**src/rtl/match_accumulator.sv**
```systemverilog
// Converts adder-tree mismatch counts into signed segment correlations and sums SEG_NUM of them per code phase.
// Define PEAK_SEARCH_EN to track the peak |correlation| and its index across a sweep.
module match_accumulator #(
    parameter int SEG_NUM = 3,
    parameter int SEG_LEN = 341
) (
    input  logic               clk,
    input  logic               rst_b,
    input  logic               start,
    input  logic [9:0]         sweep_len,
    input  logic               in_valid,
    input  logic [8:0]         cnt_in,
    output logic               corr_valid,
    output logic signed [10:0] corr_out,
    output logic [9:0]         corr_index,
    output logic [9:0]         peak_value,
    output logic [9:0]         peak_index,
    output logic               done,
    output logic               busy
);

    localparam int SEG_CW = (SEG_NUM > 1) ? $clog2(SEG_NUM) : 1;
    localparam int TOT_W  = $clog2(1024 * SEG_NUM + 1);

    typedef enum logic [1:0] {IDLE, RUN, FLUSH} state_t;

    state_t              state;
    logic [SEG_CW-1:0]   seg_cnt;
    logic signed [10:0]  acc;
    logic [9:0]          idx_cnt;
    logic [9:0]          sweep_len_reg;
    logic [TOT_W-1:0]    accept_cnt;
    logic [TOT_W-1:0]    seg_total;
    logic [1:0]          vld_dly;

    logic                restart;
    logic                accept;
    logic                seg_last;
    logic signed [9:0]   seg;
    logic signed [10:0]  seg_ext;
    logic signed [10:0]  sum;

    always_comb begin
        restart  = start && (sweep_len != 10'd0);
        // start wins over a coincident in_valid; accepting begins the next cycle
        accept   = (state == RUN) && in_valid && !start;
        seg      = 10'(SEG_LEN) - {cnt_in, 1'b0};
        seg_ext  = {seg[9], seg};
        sum      = (seg_cnt == '0) ? seg_ext : acc + seg_ext;
        seg_last = (seg_cnt == SEG_CW'(SEG_NUM - 1));
    end

    assign busy = (state != IDLE);

    always_ff @(posedge clk or negedge rst_b) begin
        if (!rst_b) begin
            state         <= IDLE;
            seg_cnt       <= '0;
            acc           <= '0;
            idx_cnt       <= '0;
            sweep_len_reg <= '0;
            accept_cnt    <= '0;
            seg_total     <= '0;
            vld_dly       <= '0;
            corr_valid    <= 1'b0;
            corr_out      <= '0;
            corr_index    <= '0;
            done          <= 1'b0;
        end else if (restart) begin
            // Aborts any sweep in progress: in-flight segments are dropped with the delay line
            state         <= RUN;
            seg_cnt       <= '0;
            acc           <= '0;
            idx_cnt       <= '0;
            sweep_len_reg <= sweep_len;
            accept_cnt    <= '0;
            seg_total     <= TOT_W'(sweep_len) * TOT_W'(SEG_NUM);
            vld_dly       <= '0;
            corr_valid    <= 1'b0;
            corr_out      <= '0;
            corr_index    <= '0;
            done          <= 1'b0;
        end else begin
            corr_valid <= 1'b0;
            done       <= 1'b0;
            vld_dly    <= {vld_dly[0], accept};

            if (accept)
                accept_cnt <= accept_cnt + TOT_W'(1);

            case (state)
                RUN:     if (accept && (accept_cnt == seg_total - TOT_W'(1))) state <= FLUSH;
                FLUSH:   if (done) state <= IDLE;
                default: state <= IDLE;
            endcase

            if (vld_dly[1]) begin
                acc <= sum;
                if (seg_last) begin
                    seg_cnt    <= '0;
                    corr_out   <= sum;
                    corr_valid <= 1'b1;
                    corr_index <= idx_cnt;
                    idx_cnt    <= idx_cnt + 10'd1;
                    if (idx_cnt == sweep_len_reg - 10'd1)
                        done <= 1'b1;
                end else begin
                    seg_cnt <= seg_cnt + SEG_CW'(1);
                end
            end
        end
    end

`ifdef PEAK_SEARCH_EN
    logic       corr_fire;
    logic [9:0] mag;

    // Magnitude of the value being registered into corr_out this cycle; -1023 maps to 1023
    assign corr_fire = vld_dly[1] && seg_last;
    assign mag       = sum[10] ? 10'(-sum) : 10'(sum);

    always_ff @(posedge clk or negedge rst_b) begin
        if (!rst_b) begin
            peak_value <= '0;
            peak_index <= '0;
        end else if (restart) begin
            peak_value <= '0;
            peak_index <= '0;
        end else if (corr_fire && (mag > peak_value)) begin
            // strictly greater: ties keep the earliest index
            peak_value <= mag;
            peak_index <= idx_cnt;
        end
    end
`else
    assign peak_value = '0;
    assign peak_index = '0;
`endif

endmodule

```
**config.mk**
```make
export PLATFORM = sky130hd
export DESIGN_NAME = match_accumulator
export DESIGN_NICKNAME = d
export VERILOG_FILES = /design/src/rtl/match_accumulator.sv
export SDC_FILE = /design/constraint.sdc
export NUM_CORES = 1
export LEC_CHECK = 0
export ABC_AREA = 1
export BUFFER_PORTS_ARGS = -buffer_cell sky130_fd_sc_hd__buf_2
export CORE_MARGIN = 2
export CORE_UTILIZATION = 30
export DETAILED_ROUTE_END_ITERATION = 8
export MAX_ROUTING_LAYER = met4
export SLEW_MARGIN = 0
export SYNTH_ARGS = -nofsm -noshare
export SYNTH_HDL_FRONTEND = slang
export SYNTH_SLANG_ARGS = --single-unit
```
**constraint.sdc**
```tcl
create_clock -name clk -period 2.23 [get_ports clk]
set_input_delay 0.446 -clock clk [delete_from_list [all_inputs] [get_ports clk]]
set_output_delay 0.446 -clock clk [all_outputs]
set_load 0.02 [all_outputs]
```
Yosys cells after proc, flatten, opt, wreduce, memory -nomap -nowiden
Index checks and enable logic that the tools add are counted.

Register bits: 84. Input bits: 23. Output and inout port bits: 44. Word-level logic and storage cells: 69.

Add/subtract/negate cells: 7. Multiply operators: 1. Eq/ne operators: 7. Muxes and demuxes: 29. Reduce and logical (&&, ||, !) cells: 13.

Operators with widths (count): 11-bit two-way mux (6); 10-bit two-way mux (6); 12-bit two-way mux (2); 2-bit two-way mux (7); 12-bit by 1-bit adder with 12-bit output, second input constant (1); 12-bit equality test (1); 10-bit by 2-bit multiplier with 12-bit output, second input constant (1); 12-bit by 1-bit subtractor with 12-bit output, second input constant (1); 11-bit by 10-bit adder with 11-bit output (1); 10-bit by 1-bit adder with 10-bit output, second input constant (1); 10-bit equality test (1); 10-bit nonzero test (1); 10-bit by 1-bit subtractor with 10-bit output, second input constant (1); 9-bit by 10-bit subtractor with 10-bit output, first input constant (1); 2-bit nonzero test (4); 1-bit two-way mux (7); 2-bit equality test, second input constant (2); 1-bit logical AND (4); 2-bit case mux with 2 select lines (1); 2-bit AND reduction (2); 3-bit by 2-bit != test with 1-bit output, second input constant (1); 3-bit != test, second input constant (1); 2-bit by 1-bit adder with 2-bit output, second input constant (1); 2-bit by 1-bit equality test with 1-bit output, second input constant (1); other kinds (2) (2).

Longest topological paths before layout
Gate-level depths: netlist (run 1).

Depth after elaboration: 7. Depth in mapped cells: 18. Gate-level depth less buffers: 18.

Least setup slack after synthesis (run 1)
Ideal clock, no wire load.

Path kind: input port to flip-flop. Start point: input port cnt_in[0]. End point: register acc[10]. Library setup time: 119 ps. Arrival: 2185 ps. Data required time: 2111 ps. Setup slack: -74 ps. Cell stages on the path: 15. Buffers on the path: 0. Cell sequence: ha_1 o21ai_1 a21oi_1 xor2_1 inv_1 ha_1 nand2_1 nor2_1 nand3_1 nand3_1 nand2_1 nand3_1 nand2_1 nand4_1 nand2_1.

Word-level cells in the longest chain between the ends: 5.

RTL lines: start, declared (RTL line 12) `input logic [8:0] cnt_in,`; 9-bit by 10-bit subtractor with 10-bit output (*) (RTL line 47) `seg = 10'(SEG_LEN) - {cnt_in, 1'b0};`; 11-bit by 10-bit adder with 11-bit output (RTL line 49) `sum = (seg_cnt == '0) ? seg_ext : acc + seg_ext;`; 11-bit two-way mux (*) (RTL line 49); 11-bit two-way mux (*) (RTL line 97) `if (vld_dly[1]) begin`; 11-bit two-way mux (*) (RTL line 69) `end else if (restart) begin`; end signal, assigned (RTL line 98) `acc <= sum;`; end, declared (RTL line 29) `logic signed [10:0] acc;`.

Mark *: on every way between the ends. The rest lies on a longest branch, timed or not. The select of a mux whose other input is x is not followed. A chain may end at the register's enable or synchronous reset.

Worst setup path after layout (run 1)
Start point: input port cnt_in[1]. End point: register acc[10].

Same word-level chain as after synthesis.

==> impl_results.md, run 1 <==
- Number of antenna cells inserted: 0
- Final count of pins violating max slew: 0
- Average vias per placed instance: 4.63
- Gr ovfl total: 0
- Number of cells on the worst reg-to-reg path: 8
- TritonCTS Buffers: 9
- Floorplan die area: 19,800 um2
- Vert. Die Dim: 141 um
- Vias in the first global route: 4,601
- Internal power consumption: 2.98 mW
- VDD IR-drop max: 0.303 mV
- Number of clock sinks seen by CTS: 83
- Wire length after detailed routing: 13,700 um
- Critical path's largest stage delay: 0.27 ns
- Total global routing track utilization: 0.145
- Post-route cell area: 6790 um2
- Area growth from synthesis to layout: 21.2%
- Post-DR wirelength/cell: 12.7 um
- Post-layout total power: 4.32 mW
- First-pass GRT wire length: 22,600 um
- Share of synthesized area occupied by flip-flops and latches: 0.371
- GRT busiest layer: met2
- Power per Cell Area: 636 nW/um2
- Initial antenna violation count: 0
- Type of the setup path with the least slack: in2reg
- H-Tree Depth: 3
- Worst reg2reg path endpoint: corr_out[5]$_DFFE_PN0P_
- Leakage Power: 3.49 nW
- Nature of the critical path startpoint: input pin
- Placement Setup Slack: -0.294 ns
- Top achievable clock speed: 0.477 GHz
- Setup repair after global routing missed its margin: yes
- Worst-path clk slew: 0.06 ns
- Crit path DAT: 2.32 ns
- Maximum number of pins on one net before global-route repair: 53
- Number of nets with antenna violations after routing: 0
- Starting DRT DRC Count: 398
- DPL Wire Length: 10,400 um
- Drt drc: 0
- Hold violation count in the final report: 0
- Number of endpoints failing setup at the final stage: 0
- Hold-fix buffers, CTS: 0
- CP Cell Sequence: buf_6, ha_4, o21ai_4, a21oi_2, xor2_1, inv_1, ha_4, nand2_2, nand2_2, a21oi_2, nand4_1, nand3_1, nand2_1, nand4_1, nand2_1
- Global-route met1 utilization: 0.195
- Combined area of the multi-input logic cells: 3190 um2
- Maximum clock insertion buffer count: 2
- Fraction of power spent switching nets: 0.309
- Period Utilization, post-route: 0.939
- Resize count post-CTS: 0
- Startpoint of the worst-slack reg-to-reg timing path: acc[3]$_DFFE_PN0P_
- Part of the total power dissipated in the clock network: 0.369
- Final #Nets: 905
- Routability congestion estimate from global placement: 0.905
- Fillers: 1,898
- Met3 track demand over resource in global routing: 0.0296
- Syn Area/Cell: 7.30 um2
- Number of register bits inferred by synthesis: 83
- Psw: 1.34 mW
- Setup Buffers After CTS: 0
- Sequential fraction of design power: 0.388
- Type of element capturing the critical path: flop
- Slack of the critical path: 0.135 ns
- Clk_skew: 0.00450 ns
- Number of flip-flops in the largest register: 12
- Register-to-register setup slack: 0.34 ns
- Result of the run: finished clean
- Floorplan die width: 141 um
- Effective utilization at floorplan: 0.309
- Master cell of the clock root buffer: clkbuf_16
- Standard cell core area: 18,100 um2
- Portion of total power attributed to combinational logic: 0.243
- Sequential standard cell area: 2080 um2
- Warning count from the yosys run: 0
- Number of standard cells after synthesis: 768
- Router iterations before antenna repair: 5
- Final Critical Period: 2.10 ns
- Fraction of layout cells with a size suffix above 1: 0.177
- CTS tree: done
- Number of buffer cells added on primary ports: 46
- Most flop-heavy register: accept_cnt
- Std-Cell Rows: 49
- Synthesized cell area: 5600 um2
- Number of max-capacitance violations reported: 0
- Startpoint of the most critical setup path: cnt_in[1]
- Clock Latency Late Sink: 0.34 ns
- Slowest stage cell on the critical path: ha_4
- Yosys cell types: 39
- Worst Path Max Fanout: 5
- Critical Path RT: 2.46 ns
- Total cell area at the placement stage: 6320 um2
- Class of the worst hold path: in2async
- Vias after detailed routing: 5,019
- Number of I/O pins: 67
- Met2 demand-to-capacity share in global routing: 0.223
==> worst max-delay path: cells and delay by family <==
family	cells	cell delay [ns]
fa+ha+maj	2	0.43
xor+xnor	1	0.19
simple gates	7	0.59
buf+inv	2	0.20
compound gates	3	0.45
==> layout by cell type, fill, tap and decap left out, drive strengths merged <==
cell type,n
nand2,218
inv,95
nor2,84
buf,84
dfrtp,83
o21ai,59
nand3,49
ha,31
a21oi,26
xor2,21
conb,20
xnor2,17
nand4,13
clkbuf,12
nor3,11
o22ai,6
nand3b,3
o21bai,3
a21o,3
or2,3
clkinv,3
fa,2
and2,1
nand2b,1
a22oi,1
and3b,1
a211oi,1
nor4,1
a221oi,1
bufinv,1
==> final cells by class <==
class,instances,area share
clock buffer,12,0.0392
clock inverter,4,0.00829
inverter,95,0.0525
multi-input combinational,576,0.469
sequential,83,0.306
tap,229,0.0422
timing repair buffer,84,0.0827
==> Yosys cell counts (all sizes together) <==
| cell | count | area share |
|---|---|---|
| nand2 | 218 | 0.15 |
| inv | 94 | 0.063 |
| nor2 | 84 | 0.058 |
| dfrtp | 83 | 0.37 |
| o21ai | 59 | 0.053 |
| nand3 | 49 | 0.049 |
| ha | 31 | 0.069 |
| a21oi | 26 | 0.023 |
| buf | 24 | 0.031 |
| xor2 | 21 | 0.033 |
| xnor2 | 17 | 0.027 |
| nand4 | 13 | 0.015 |
| nor3 | 11 | 0.017 |
| clkbuf | 9 | 0.0060 |
| o22ai | 6 | 0.0067 |
| a21o | 3 | 0.0040 |
| nand3b | 3 | 0.0040 |
| o21bai | 3 | 0.0040 |
| or2 | 3 | 0.0034 |
| fa | 2 | 0.0071 |
| a211oi | 1 | 0.0013 |
| a221oi | 1 | 0.0016 |
| a22oi | 1 | 0.0013 |
| and2 | 1 | 0.0011 |
| and3b | 1 | 0.0016 |
| clkinv | 1 | 0.00067 |
| conb | 1 | 0.00067 |
| nand2b | 1 | 0.0011 |
| nor4 | 1 | 0.0011 |
==> power by group through the flow <==
| stage | registers (mW) | logic [mW] | clock network [mW] |
|---|---|---|---|
| after CTS | 1.67 | 1.02 | 1.64 |
| after global routing | 1.69 | 1.19 | 1.71 |
| after global placement | 1.70 | 0.999 | 0 |
| after detailed placement | 1.70 | 1.01 | 0 |
| after floorplan | 1.71 | 0.683 | 0 |
| final | 1.68 | 1.05 | 1.59 |
==> per-layer routing <==
layer | vias to the layer above | wire length, um
li1 | 2574 | -
met1 | 2319 | 6700
met2 | 117 | 6190
met3 | 9 | 638
met4 | 0 | 191
met5 | - | 0
==> per-stage QoR <==
| stage | std cells | hold WS, ns | utilization | setup TNS (ns) |
|---|---|---|---|---|
| finish | 1083 | 0.0433 | 0.374 | 0 |
| global route | 1083 | 0.0635 | 0.374 | -0.0552 |
| CTS | 1083 | 0.0468 | 0.366 | 0 |
| detailed placement | 1067 | 0.423 | 0.348 | -3.28 |
| global placement | 1067 | 0.419 | 0.348 | -2.77 |
| floorplan | 787 | 0.150 | - | 0 |
==> worst max-delay path by stage <==
| stage | endpoint | slack (ns) | depth (start not counted) |
|---|---|---|---|
| final | acc[10]$_DFFE_PN0P_ | 0.13 | 15 |
| after global routing | acc[10]$_DFFE_PN0P_ | -0.03 | 15 |
| after CTS | acc[10]$_DFFE_PN0P_ | 0.06 | 14 |
| after detailed placement | acc[10]$_DFFE_PN0P_ | -0.29 | 14 |
| after global placement | corr_out[8]$_DFFE_PN0P_ | -0.25 | 14 |
| after floorplan | acc[10]$_DFFE_PN0P_ | 0.01 | 15 |
==> logic make-up (layout without fill, tap and decap cells) <==
kind of cell / after synthesis / in the layout / share of synthesized area
DFF: 83 / 83 / 0.371
adders and majority gates: 33 / 33 / 0.0764
and+or+nand+nor: 385 / 385 / 0.297
other: 1 / 20 / 0.000669
AOI/OAI and AO/OA: 100 / 100 / 0.0949
buffers and inverters: 128 / 195 / 0.100
xor gates and xnor gates: 38 / 38 / 0.0594
No activity file was read; power rests on OpenSTA's default activity.
==> run 2, diff against run 1 <==
ABC_AREA = default   (was 1)
TNS_END_PERCENT = 5   (was default)
==> run 2 against run 1 <==
  * The run now ends with setup timing left
  * Die area down 4.5%
  * Fmax is 16% lower
  * Final cell count fell by 13%
  * Worst hold slack better by 0.061 ns
  * Highest routed layer unchanged
  * Count of clock-buffer cells in the layout up 1
  * Flip-flop and latch count is the same
  * Clock power rose by 4%
  * Register-to-register slack worse by 0.44 ns
  * Total power shrank 1.0%
  * Largest power group is now clock
  * First-iteration DRC count down 49%
  * Global-route usage up 0.61 points
==> impl_results.md, run 2 <==
- Top-count cell post-synth: dfrtp_1
- Hold violation count in the final report: 0 (unchanged)
- Share of synthesized area occupied by flip-flops and latches: 0.389 (+0.0181)
- Warning count from the yosys run: 0 (unchanged)
- Worst Path Max Fanout: 4 (-1)
- Effective utilization at floorplan: 0.308 (-0.00100)
- Number of clock sinks seen by CTS: 83 (unchanged)
- Floorplan die area: 18,900 um2 (-4.5%)
- Top library cells by usage in the layout, fill and taps aside: dfrtp_1, nand2_1, buf_4
- Router iterations before antenna repair: 4 (-1)
- Most flop-heavy register: accept_cnt
- Maximum number of pins on one net before global-route repair: 84 (+58%)
- Type of the setup path with the least slack: in2reg
- Class of the worst hold path: in2async
- Power per Cell Area: 641 nW/um2 (+0.83%)
- Floorplan die width: 137 um (-2.3%)
- Clock Latency Late Sink: 0.34 ns (about the same)
- CTS tree: done
- Total global routing track utilization: 0.151 (+0.00609)
- GRT busiest layer: met2
- Maximum clock insertion buffer count: 2 (unchanged)
- Initial antenna violation count: 0 (unchanged)
- Final count of pins violating max slew: 0 (unchanged)
- Result of the run: finished, violations left
- Master cell of the clock root buffer: clkbuf_16
- Final Critical Period: 2.50 ns (+0.407 ns)
- Vert. Die Dim: 137 um (-2.3%)
- Wire length after detailed routing: 12,900 um (-5.8%)
- Violated checks: setup timing
- Number of endpoints failing setup at the final stage: 9 (+9)
- Most used standard cells in the synthesized netlist: dfrtp_1, nand2_1, nor2_1, a21oi_1, o21ai_0
- Gr ovfl total: 0 (unchanged)
- Period Utilization, post-route: 1.12 (+0.183)
- Met2 demand-to-capacity share in global routing: 0.246 (+0.0231)
- Yosys cell types: 56 (+44%)
- H-Tree Depth: 3 (unchanged)
- Number of max-capacitance violations reported: 0 (unchanged)
- Number of I/O pins: 67 (unchanged)
- Fraction of layout cells with a size suffix above 1: 0.222 (+0.0451)
- Startpoint of the worst-slack reg-to-reg timing path: acc[0]$_DFFE_PN0P_
- Nature of the critical path startpoint: input pin
- Synthesized cell area: 5340 um2 (-4.7%)
- VDD IR-drop max: 0.415 mV (+37%)
- Number of cells on the worst reg-to-reg path: 8 (unchanged)
- Number of buffer cells added on primary ports: 46 (unchanged)
- Top achievable clock speed: 0.400 GHz (-16%)
- TritonCTS Buffers: 9 (unchanged)
- Type of element capturing the critical path: flop
- Vias in the first global route: 4,354 (-5.4%)
- Drt drc: 0 (unchanged)
- Worst-path clk slew: 0.06 ns (about the same)
- Standard cell core area: 17,400 um2 (-4.4%)
- Hold-fix buffers, CTS: 0 (unchanged)
- Average vias per placed instance: 4.71 (+1.6%)
- Number of standard cells after synthesis: 609 (-21%)
- Register-to-register setup slack: -0.10 ns (-0.44 ns)
- Crit path DAT: 2.78 ns (+0.46 ns)
- Placement Setup Slack: -0.696 ns (-0.401 ns)
- First-pass GRT wire length: 21,700 um (-4.1%)
- Number of register bits inferred by synthesis: 83 (unchanged)
- Post-DR wirelength/cell: 13.8 um (+8.9%)
- Syn Area/Cell: 8.77 um2 (+20%)
- EDFF count, synth: 0 (unchanged)
- Std-Cell Rows: 48 (-2.0%)
- Critical Path RT: 2.51 ns (+0.05 ns)
- Proportion of register bits with asynchronous set or reset after synthesis: 1.00 (unchanged)
- Most used flip-flop cell after synthesis: dfrtp_1
- Top cell type's share of synthesized area: 0.389 (+0.0181)
- Setup repair after global routing missed its margin: yes
- Synth top area cells: dfrtp_1, ha_1, xnor2_1
- Starting DRT DRC Count: 204 (-49%)
- Slack of the critical path: -0.272 ns (-0.407 ns)
- Number of flip-flops in the largest register: 12 (unchanged)
- Global-route met1 utilization: 0.190 (-0.00461)
- Routability congestion estimate from global placement: 0.821 (-9.2%)
- Cell taking the most area after synthesis: dfrtp_1
- Most common cell after layout, fill and taps aside: dfrtp_1
- Area growth from synthesis to layout: 24.8%
- Final #Nets: 763 (-16%)
- Post-layout total power: 4.27 mW (-1.0%)
- Number of antenna cells inserted: 0 (unchanged)
- DPL Wire Length: 9420 um (-9.7%)
- Vias after detailed routing: 4,410 (-12%)
- Worst reg2reg path endpoint: acc[10]$_DFFE_PN0P_
- Number of nets with antenna violations after routing: 0 (unchanged)
- Leakage Power: 3.11 nW (-11%)
- Clk_skew: 0.00743 ns (+0.00292 ns)
- Met3 track demand over resource in global routing: 0.0372 (+0.00761)
==> run 2: cell types whose count changed after synthesis, sizes merged, moves of 11 or more <==
cell    before  now
nand3       49   29
inv         94   26
a21oi       26   38
clkbuf       9   20
nor2        84   45
nand2      218   80
o21ai       59   40
xnor2       17   36
==> run 2: how the worst max path moves through the flow <==
stage | startpoint | end | slack [ns] | cells after the start
final | cnt_in[0] | corr_out[10]$_DFFE_PN0P_ | -0.27 | 13
after floorplan | cnt_in[0] | acc[10]$_DFFE_PN0P_ | -0.55 | 11
after CTS | cnt_in[0] | acc[10]$_DFFE_PN0P_ | -0.27 | 12
after detailed placement | cnt_in[0] | acc[10]$_DFFE_PN0P_ | -0.70 | 12
after global placement | cnt_in[0] | acc[10]$_DFFE_PN0P_ | -0.64 | 12
after global routing | cnt_in[0] | acc[10]$_DFFE_PN0P_ | -0.38 | 12
==> run 2: report_power, final <==
group / leakage (nW) / internal (mW) / switching [mW] / total [mW]
Clock: 0.160 / 1.05 / 0.612 / 1.66
Sequential: 1.11 / 1.58 / 0.0744 / 1.65
Combinational: 1.85 / 0.445 / 0.515 / 0.961
Total: 3.11 / 3.07 / 1.20 / 4.27
==> run 2: kinds of logic after synthesis <==
family / share of synthesized area
adders and majority gates: 0.0801
and+or+nand+nor: 0.198
buffers and inverters: 0.0677
xor gates and xnor gates: 0.105
DFF: 0.389
AOI/OAI and AO/OA: 0.148
other: 0.000702
muxes: 0.0117
==> run 2: stage by stage <==
step                      setup TNS (ns)  utilization  cell area [um2]  std cells  hold slack (ns)
final                              -1.26        0.384             6670        937            0.104
after global routing               -2.37        0.384             6670        937            0.144
after CTS                          -1.40        0.380             6600        937            0.144
after detailed placement           -6.37        0.355             6170        915            0.483
after global placement             -5.86        0.355             6170        915            0.477
after floorplan                    -1.86            -             5420        628            0.150
==> run 2: layout make-up <==
| cell class | instances | area (um2) |
|---|---|---|
| Fill cell | 1769 | 10700 |
| Multi-Input combinational cell | 473 | 3090 |
| Sequential cell | 83 | 2080 |
| Timing Repair Buffer | 114 | 788 |
| Tap cell | 225 | 282 |
| Clock buffer | 13 | 260 |
| Inverter | 26 | 97.6 |
| Clock inverter | 3 | 68.8 |
==> run 2: critical path, stage by stage <==
cell and delay (ns):
buf_8 0.10, buf_4 0.12, a21oi_1 0.16, o21bai_1 0.13, xnor2_1 0.24, ha_1 0.29
a21o_1 0.20, a21o_1 0.22, a31oi_1 0.23, nand3_1 0.13, buf_4 0.16, a211o_1 0.28
nand3_1 0.07
==> run 2: layer usage <==
| metal | wire [um] | vias to the layer above |
|---|---|---|
| met5 | 0 | - |
| met4 | 180 | 0 |
| met3 | 430 | 19 |
| met2 | 6350 | 60 |
| met1 | 5960 | 2086 |
| li1 | - | 2245 |
==> run 2: repair_timing <==
action                                  CTS  global route
pin swaps                                16             5
setup buffers                             6             0
gates resized for setup                  13            13
endpoints found under the setup margin   12            14
